**src/rtl/mux_scan_n.sv**
```systemverilog
// Registered N-channel by W-bit multiplexer with manual select, round-robin
// scan with per-channel dwell, hold, and a sample-valid strobe.
module mux_scan_n #(
  parameter  int W     = 4,
  parameter  int N     = 4,
  parameter  int DWELL = 8,
  localparam int SW    = $clog2(N)
) (
  input  logic             CLK,
  input  logic             RST,
  input  logic [N*W-1:0]   D,
  input  logic [SW-1:0]    SEL,
  input  logic             MODE,
  input  logic             E,
  input  logic             HOLD,
  output logic [W-1:0]     Y,
  output logic [SW-1:0]    Y_CH,
  output logic             Y_VALID,
  output logic             SEL_ERR
);

  localparam int DW = (DWELL > 1) ? $clog2(DWELL) : 1;
  localparam logic [SW-1:0] LAST_CH = SW'(N - 1);
  localparam logic [DW-1:0] LAST_DW = DW'(DWELL - 1);

  typedef enum logic [1:0] {
    ST_DISABLED,
    ST_MANUAL,
    ST_SCAN
  } state_e;

  state_e          state_q, state_d;
  logic [SW-1:0]   chan_q, chan_d;
  logic [DW-1:0]   dwell_q, dwell_d;
  logic [W-1:0]    y_q, y_d;
  logic [SW-1:0]   y_ch_q, y_ch_d;
  logic            y_valid_q, y_valid_d;
  logic            sel_err_q, sel_err_d;

  logic [SW-1:0]   chan_cur;
  logic [DW-1:0]   dwell_cur;
  logic [W-1:0]    ch_data [N];

  for (genvar k = 0; k < N; k++) begin : g_ch
    assign ch_data[k] = D[k*W +: W];
  end

  always_comb begin
    state_d   = state_q;
    chan_d    = chan_q;
    dwell_d   = dwell_q;
    y_d       = y_q;
    y_ch_d    = y_ch_q;
    y_valid_d = 1'b0;
    sel_err_d = sel_err_q;
    // Entering scan from any other state restarts the rotation at channel 0.
    chan_cur  = (state_q == ST_SCAN) ? chan_q  : '0;
    dwell_cur = (state_q == ST_SCAN) ? dwell_q : '0;

    if (E) begin
      state_d   = ST_DISABLED;
      chan_d    = '0;
      dwell_d   = '0;
      y_d       = '0;
      y_ch_d    = '0;
      sel_err_d = 1'b0;
    end else if (HOLD) begin
      state_d = state_q;
    end else if (!MODE) begin
      state_d = ST_MANUAL;
      chan_d  = '0;
      dwell_d = '0;
      if (int'(SEL) < N) begin
        y_d       = ch_data[SEL];
        y_ch_d    = SEL;
        y_valid_d = 1'b1;
        sel_err_d = 1'b0;
      end else begin
        sel_err_d = 1'b1;
      end
    end else begin
      state_d   = ST_SCAN;
      sel_err_d = 1'b0;
      if (dwell_cur == '0) begin
        y_d       = ch_data[chan_cur];
        y_ch_d    = chan_cur;
        y_valid_d = 1'b1;
      end
      if (dwell_cur == LAST_DW) begin
        dwell_d = '0;
        chan_d  = (chan_cur == LAST_CH) ? '0 : chan_cur + 1'b1;
      end else begin
        dwell_d = dwell_cur + 1'b1;
        chan_d  = chan_cur;
      end
    end
  end

  always_ff @(posedge CLK or posedge RST) begin
    if (RST) begin
      state_q   <= ST_DISABLED;
      chan_q    <= '0;
      dwell_q   <= '0;
      y_q       <= '0;
      y_ch_q    <= '0;
      y_valid_q <= 1'b0;
      sel_err_q <= 1'b0;
    end else begin
      state_q   <= state_d;
      chan_q    <= chan_d;
      dwell_q   <= dwell_d;
      y_q       <= y_d;
      y_ch_q    <= y_ch_d;
      y_valid_q <= y_valid_d;
      sel_err_q <= sel_err_d;
    end
  end

  assign Y       = y_q;
  assign Y_CH    = y_ch_q;
  assign Y_VALID = y_valid_q;
  assign SEL_ERR = sel_err_q;

endmodule

```
**config.mk**
```make
export PLATFORM = sky130hd
export DESIGN_NAME = mux_scan_n
export DESIGN_NICKNAME = d
export VERILOG_FILES = /design/src/rtl/mux_scan_n.sv
export SDC_FILE = /design/constraint.sdc
export NUM_CORES = 1
export LEC_CHECK = 0
export CAP_MARGIN = 20
export CELL_PAD_IN_SITES_DETAIL_PLACEMENT = 1
export CELL_PAD_IN_SITES_GLOBAL_PLACEMENT = 1
export CORE_AREA = 8 8 91 52
export DETAILED_ROUTE_END_ITERATION = 8
export DIE_AREA = 0 0 99 60
export HOLD_SLACK_MARGIN = 0.05
export MAX_ROUTING_LAYER = met4
export PLACE_DENSITY_LB_ADDON = 0.2
export SETUP_SLACK_MARGIN = 0.15
export SLEW_MARGIN = 20
export SYNTH_ARGS = -nofsm -noshare
export SYNTH_HDL_FRONTEND = slang
export SYNTH_SLANG_ARGS = --single-unit
```
**constraint.sdc**
```tcl
create_clock -name CLK -period 2 [get_ports CLK]
set_input_delay 0.2 -clock CLK [delete_from_list [all_inputs] [get_ports CLK]]
set_output_delay 0.2 -clock CLK [all_outputs]
set_load 0.05 [all_outputs]
```
==> reports/qor.csv <==
stage,metric,value,unit
synthesis,"Primary FF master, synth",dfrtp_1,
floorplanning,Die Width,99,microns
clocking,insertion delay to the later sink of the worst-skew pair,0.25,ns
cells_and_area,area grow syn2layout,39.3,%
power,switching power,0.000251,W
sta,max_slew headroom,61.9,%
worst_setup_path,Slowest cell on crit path,dfrtp_1,
synthesis,Mapped Avg Cell Area,9.11,sq um
clocking,Worst-path clk slew,0.07,ns
drt,total wire length,3.45,mm
cells_and_area,n_diodes,0,
power,internal power component,0.000585,W
clocking,Clk Tree Root Cell,clkbuf_8,
global_route,Total GRT Usage,12.2,%
floorplanning,CORE AREA,3580,sq um
drt,detailed-route via count,997,
sta,Fin Hold WS,0.307,ns
power,Reg power frac,37.0,%
power,VDD IR max,245,uV
synthesis,Yosys cell types,36,
power,Clk pwr share,33.8,%
synthesis,Area contributors post-synth,"dfrtp_1, mux2i_1, nor2_1, a221oi_2, ha_1",
synthesis,"flops & latches, synth",14,
clocking,"Hold-fix buffers, CTS",0,
floorplanning,Die Y,60,microns
sta,worst slew pin tran,0.571,ns
clocking,CTS Sinks,14,
run_status,outcome,"complete, no violations",
sta,"Slew Viols, Final",0,
floorplanning,Die Area,5940,sq um
run,maxcap violations,0,
clocking,number of buffers created by CTS,3,
global_route,initial antenna violation count,0,
worst_setup_path,cell mode on critical path,ha_1,
synthesis,area of the mapped netlist,1070,sq um
placed_design,Routability Congestion,0.764,
global_route,first-pass GRT wire length,5.38,mm
worst_setup_path,worst path cell trace,"nor2b_4, nand2_2, inv_1, ha_1, ha_1, nand2_1, nor3_1, a21o_1, a32oi_1, nor2_1",
synthesis,"EDFF count, synth",0,
placed_design,post-DP HPWL,2.79,mm
worst_setup_path,crit path kind,register to register,
synthesis,Yosys top cell area share,32.9,%
clocking,H-Tree Depth,1,
floorplanning,Row Count,16,
placed_design,Buffers on Ports,29,
floorplanning,Starting Density,29.7,%
worst_setup_path,startpoint types,register,
synthesis,"area leader, netlist",dfrtp_1,
global_route,vias in the first global route,1040,
drt,Final ANT Viol Nets,0,
sta,"Hold Vio Cnt, Final",0,
power,PwrDens,563,nW/um^2
sta,min Tclk post-route,1.75,ns
worst_setup_path,Crit Path Max Fanout,3,
sta,clock skew,0.00800,ns
worst_setup_path,CP arrival,1.89,ns
sta,final setup TNS,0,ns
synthesis,post-synth net total,143,
worst_setup_path,WP data required,2.14,ns
sta,achievable clock frequency,0.572,GHz
drt,DRC,0,
floorplanning,io pins,31,
drt,vias per cell,5.11,
cells_and_area,Layout Nets,177,
power,Static Leak,0.655,nW
power,sw frac,30.0,%
power,Gate power share,29.2,%
worst_setup_path,Critical Path End Type,register,
sta,RSZ-0062 raised after global routing,true,
synthesis,fraction of registers with async set or reset after synthesis,100,%
drt,Iter 0 DRT Violations,41,
worst_setup_path,CP max stage delay,0.39,ns
worst_setup_path,Buf/Inv on CP,1,
worst_hold_path,Hold WC Path Type,input pin to async pin,
global_route,largest net degree at the start of global routing,16,
synthesis,post-synthesis cell count,117,
synthesis,synth warn,0,
cells_and_area,fraction of layout cells with a size suffix above 1,20.7,%
drt,wire per inst,17.7,microns
sta,final count of negative-setup-slack endpoints,0,
synthesis,"Seq/Total Area, Yosys",32.9,%
drt,Pre-antenna DRT Iters,4,
global_route,GRT overflow,0,
sta,period utilization,87.4,%
clocking,maximum clock path buffer count,2,
worst_setup_path,"CP delay by family, top",simple AND/OR/NAND/NOR gates,
clocking,CTS tree,done,
==> through the flow <==
stage / utilization, % / instance area, sq um / setup WS (ns) / instances / power (W)
finish: 41.4 / 1490 / 0.252 / 195 / 0.000836
global route: 41.4 / 1490 / 0.138 / 195 / 0.000875
CTS: 40.8 / 1460 / 0.152 / 193 / 0.000842
detailed placement: 39.2 / 1400 / 0.188 / 189 / 0.000554
global placement: 39.2 / 1400 / 0.176 / 189 / 0.000550
floorplan: - / 1070 / 0.217 / 117 / 0.000449
==> synth_stat cells, types with 2 or more instances <==
master,count
a221oi_2,3
nor2_1,17
nor3_1,3
nand3_1,2
mux2i_1,7
inv_1,4
dfrtp_1,14
buf_2,4
a21o_1,2
a22oi_1,3
buf_6,2
nand2_1,7
a21oi_1,7
mux2_2,3
buf_4,3
nor2b_1,4
a31oi_1,3
o22ai_2,3
ha_1,3
o21ai_1,7
==> final timing paths <==
kind	slack, ns	to	startpoint	depth (start not counted)
min in group CLK	0.48	Y_CH[0]$_DFFE_PP0P_	Y_CH[0]$_DFFE_PP0P_	1
setup reg to reg	0.25	chan_q[1]$_DFFE_PP0P_	state_q[1]$_DFFE_PP0P_	10
setup / recovery	0.25	chan_q[1]$_DFFE_PP0P_	state_q[1]$_DFFE_PP0P_	10
max in group asynchronous	1.29	chan_q[0]$_DFFE_PP0P_	RST	2
hold / removal	0.31	state_q[0]$_DFFE_PP0P_	RST	2
hold reg to reg	0.48	Y_CH[0]$_DFFE_PP0P_	Y_CH[0]$_DFFE_PP0P_	1
==> power by group through the flow <==
stage	logic (W)	clock network [W]	registers [W]
3_5_place_dp	0.000240	0	0.000314
5_1_grt	0.000261	0.000302	0.000312
6_report	0.000245	0.000282	0.000309
2_1_floorplan	0.0000916	0	0.000357
4_1_cts	0.000240	0.000292	0.000309
3_3_place_gp	0.000237	0	0.000313
==> timing repair <==
item | 4_1_cts | 5_1_grt
setup buffers | 0 | 2
endpoints found under the hold margin | 0 | 0
endpoints found under the setup margin | 1 | 8
resized for setup | 1 | 3
==> routing by layer <==
metal | track usage, % | vias up | wire length (microns)
met5 | - | - | 0
met3 | 2.90 | 4 | 116
met2 | 17.4 | 17 | 1490
met1 | 16.6 | 495 | 1810
li1 | - | 481 | -
met4 | 3.24 | 0 | 31
==> cell type report <==
class                      count  area, sq um
inverter                       4         15.0
fill                         420         2100
sequential                    14          352
multi-input combinational     89          642
clock buffer                   4         55.1
tap                           45         56.3
timing repair buffer          39          365
==> layout by cell type, fill, tap and decap left out, types with 4 or more instances in the layout <==
cell,synthesis,final
a21oi_1,7,7
inv_1,4,4
clkdlybuf4s50_1,0,29
nor2_1,17,17
mux2i_1,7,7
nand2_1,7,6
buf_4,3,10
dfrtp_1,14,13
o21ai_1,7,7
clkbuf_8,0,4
==> kinds of logic after synthesis <==
logic type | Yosys count | share of synthesized area (%)
other | 1 | 0.352
AOI/OAI and AO/OA | 32 | 22.7
DFF | 14 | 32.9
and+or+nand+nor | 40 | 19.0
muxes | 12 | 12.9
buffers and inverters | 14 | 7.86
xor gates and xnor gates | 1 | 0.822
adders and majority gates | 3 | 3.52
==> state kept, by name (all words and copies together) (netlist names) <==
name     cells
Y_VALID      1
Y            4
chan_q       2
Y_CH         2
dwell_q      3
state_q      2
No activity file was read; power rests on OpenSTA's default activity.
